===== src/rtl/matrix_multiplier2x2.sv =====
// matrix_multiplier2x2
//   Outer-product style 2x2 multiplier built from four identical processing
//   elements (PEs) arranged 1x4. Each PE registers the full 16-bit unsigned
//   product of one x operand and one y operand, with one clock of latency.
//
// Ports
//   clk          : clock, all state updates on the rising edge
//   rst          : synchronous active-high reset, clears all products
//   x0, x1       : 8-bit unsigned row operands
//   y0, y1       : 8-bit unsigned column operands
//   p0 .. p3     : 16-bit registered products x0*y0, x1*y0, x0*y1, x1*y1
module matrix_multiplier2x2 (
    input  logic        clk,
    input  logic        rst,
    input  logic [7:0]  x0,
    input  logic [7:0]  x1,
    input  logic [7:0]  y0,
    input  logic [7:0]  y1,
    output logic [15:0] p0,
    output logic [15:0] p1,
    output logic [15:0] p2,
    output logic [15:0] p3
);

    localparam int unsigned NumPe = 4;

    logic [7:0]  w_x [NumPe];
    logic [7:0]  w_y [NumPe];
    logic [15:0] r_p [NumPe];

    // PE operand routing: PE0 (x0,y0), PE1 (x1,y0), PE2 (x0,y1), PE3 (x1,y1)
    assign w_x[0] = x0;
    assign w_y[0] = y0;
    assign w_x[1] = x1;
    assign w_y[1] = y0;
    assign w_x[2] = x0;
    assign w_y[2] = y1;
    assign w_x[3] = x1;
    assign w_y[3] = y1;

    for (genvar g = 0; g < NumPe; g++) begin : g_pe
        // Operands widened before multiplying so no product bit is lost.
        always_ff @(posedge clk) begin
            if (rst) begin
                r_p[g] <= 16'd0;
            end else begin
                r_p[g] <= 16'(w_x[g]) * 16'(w_y[g]);
            end
        end
    end

    assign p0 = r_p[0];
    assign p1 = r_p[1];
    assign p2 = r_p[2];
    assign p3 = r_p[3];

endmodule


===== config.mk =====
export PLATFORM = sky130hd
export DESIGN_NAME = matrix_multiplier2x2
export DESIGN_NICKNAME = d
export VERILOG_FILES = /design/src/rtl/matrix_multiplier2x2.sv
export SDC_FILE = /design/constraint.sdc
export NUM_CORES = 1
export LEC_CHECK = 0
export ABC_AREA = 0
export CORE_ASPECT_RATIO = 0.75
export CORE_MARGIN = 3
export CORE_UTILIZATION = 45
export DETAILED_ROUTE_END_ITERATION = 16
export GPL_TIMING_DRIVEN = 0
export PLACE_DENSITY = 0.65
export SLEW_MARGIN = 20
export SYNTH_ARGS = -nofsm -noshare
export SYNTH_HDL_FRONTEND = slang
export SYNTH_SLANG_ARGS = --single-unit

===== constraint.sdc =====
create_clock -name clk -period 6.1 [get_ports clk]
set_input_delay 1.525 -clock clk [delete_from_list [all_inputs] [get_ports clk]]
set_output_delay 1.525 -clock clk [all_outputs]
set_load 0.005 [all_outputs]

==> impl_results.md <==
- Ys flop type: dfxtp_1
- Post-synth EDFFs: 0
- Drt wl/cell: 16.8 um
- Top post-synthesis cells by area: fa_1 28%, ha_1 18%, dfxtp_1 13%
- Routed Antenna Nets: 0
- Post-CTS Resized: 12
- WP buf/inv: 5
- CP Depth: 17
- Post-Syn Instances: 1146
- Layout cells sized above 1: 0.0461
- TritonCTS Buffers: 9
- Worst slew pin tran: 1060 ps
- Most frequent cells after synthesis: 208 x inv_1, 204 x and2_1, 144 x fa_1, 144 x ha_1, 69 x nand2_1
- Share of async-settable or async-resettable flops after synthesis: 0
- Yosys reg bits: 64
- Crit. End Element: register
- Clock-pin slew on the worst setup and hold paths: 70 ps
- Register area: 1280 sq um
- First-pass GRT wire length: 42.3 mm
- CTS max path bufs: 2
- Pwr Total: 3.56 mW
- Worst path required time: 6310 ps
- Finished Cell Area: 11800 sq um
- Clock root cell: clkbuf_16
- FP Rows: 46
- Mapped Nets: 1468
- Number of global-route vias before repair: 7795
- # DRC: 0
- YS warnings: 0
- WS Path Type: input pin to register
- Setup bufs post-CTS: 0
- Initial antenna violation count: 0
- Total GRT Usage: 0.226
- Worst setup margin: 150 ps
- Number of H-tree levels: 3
- Final nets: 1575
- Die height: 136 um
- Fraction of the yosys area taken by sequential cells: 0.127
- CTS sink count: 64
- Hold_buf cts: 0
- Largest Register: r_p
- Syn Area/Cell: 8.84 sq um
- Final setup vio count: 0
- Final Hold Viols: 0
- Largest area contributor in the netlist: fa_1
- Initial Utilization: 0.468
- Hold path depth: 3
- Placement Setup Slack: -548 ps
- Max Slew Vio Count: 0
- Tcrit/Tclk final: 0.975
- DPL Wire Length: 20.5 mm
- Total of max-cap violations: 0
- Max reg flops: 64
- Placed cell area: 11400 sq um
- Die ar.: 24400 sq um
- Startpoint Class: input pin
- I/O Buffers: 96
- Delay-heaviest family, CP: adder cells
- CTS tree: done
- # IOs: 98
- Largest net degree at the start of global routing: 13
- Fmax: 168 MHz
- Worst slew margin relative to its limit: 0.296
- Vias: 7810
- DRT Pass-1 Iters: 5
- Crit path largest cell delay: 680 ps
- Layout fillers: 1975
- Most frequent cell after synthesis: inv_1
- Die Wd: 179 um
- Leak: 5.94 nW
- Core Region: 21600 sq um
- Slowest CP cell: clkdlybuf4s50_1
- GRT overflow: 0
- Outcome: complete, no violations
- Critical path's most frequent cell: fa_1
- Yosys cell types: 51
- Syn-to-layout area delta: 17.0%
- Crit path DAT: 6150 ps
- Top flop regs: r_p x64
- Multi-input gate area: 7910 sq um
- ANT cells: 0
- CP max FO: 10
- Final GP Congestion: 0.924
- Starting DRT DRC Count: 491
- Vias per inst: 5.05
- Cells along the critical path: clkdlybuf4s50_1, clkbuf_2, nand2_1, fa_1, fa_1, inv_1, fa_1, inv_1, fa_1, inv_1, ha_1, o21a_1, o31a_1, o31a_1, a31o_2, xnor2_1, nor2_1
- Worst ir drop on vdd: 0.204 mV
- Post-synth top area share: 0.285
- Netlist Area Pre-Place: 10100 sq um
- Worst hold path class: input pin to register
- PwrDens: 301 nW/um^2
- WHS: 1580 ps
- Min Tclk post-route: 5950 ps
- Total Wirelength: 26.0 mm
- TNS Setup: 0 ps
[final timing paths]
| kind | start | endpoint | slack [ps] |
|---|---|---|---|
| max | y1[3] | r_p[3][15]$_SDFF_PP0_ | 150 |
| min | rst | r_p[1][11]$_SDFF_PP0_ | 1580 |
[cell type report]
type	count	area share
repair buffers	96	0.0828
well taps	288	0.0304
plain buffers	40	0.0179
multi-input cells	834	0.668
clock buffers	9	0.0190
clock inverters	7	0.00813
flip-flops and latches	64	0.108
inverters	208	0.0659
[layout by cell type (no fill, tap or decap), types with 3 or more instances in the layout]
master and count:
o21a_1 6, and3_1 6, nand2b_1 4, a21o_1 11
inv_1 208, dlymetal6s2s_1 8, nand2_1 69, fa_1 144
o31a_1 3, nor2b_1 25, xor2_1 14, mux2_2 3
nor3b_1 5, and3b_1 4, nor3_1 17, dfxtp_1 64
clkdlybuf4s50_1 88, clkbuf_16 9, o21ai_1 4, clkbuf_1 10
nand3_1 10, and2_1 204, nor2_1 51, o21ai_0 20
a21oi_1 32, a211oi_1 16, ha_1 144, clkbuf_2 17
clkbuf_4 7, clkinvlp_4 3, xnor2_1 8
[cells by family (layout without fill, tap and decap cells)]
kind of cell,count (synthesis),count (layout),share of synthesized area
AND/OR/NAND/NOR,405,405,0.220
adder cells (fa/ha/maj),288,288,0.463
buffers and inverters,248,360,0.0927
AO/OA/AOI/OAI,116,116,0.0754
flip-flops,64,64,0.127
XOR/XNOR,22,22,0.0190
multiplexers,3,3,0.00334
[metrics by stage]
step           std cells  utilization
5_1_grt             1546        0.547
4_1_cts             1546        0.545
2_1_floorplan       1146            -
6_report            1546        0.547
3_3_place_gp        1530        0.529
3_5_place_dp        1530        0.529
[per-layer routing]
layer	up-vias	part of all wire	routed length (um)	global-route usage
met1	3762	0.50	13000	0.346
met5	-	0	0	0
met2	239	0.43	11100	0.340
met4	0	0.0066	173	0.0348
li1	3795	-	-	-
met3	14	0.066	1720	0.0382
[power by group]
part	switching (mW)	total [mW]	internal (mW)	leakage [nW]
combinational	1.28	2.40	1.12	5.26
sequential	0.0316	0.584	0.553	0.532
clock	0.223	0.581	0.358	0.148
Power figures use the tool's default switching activity.
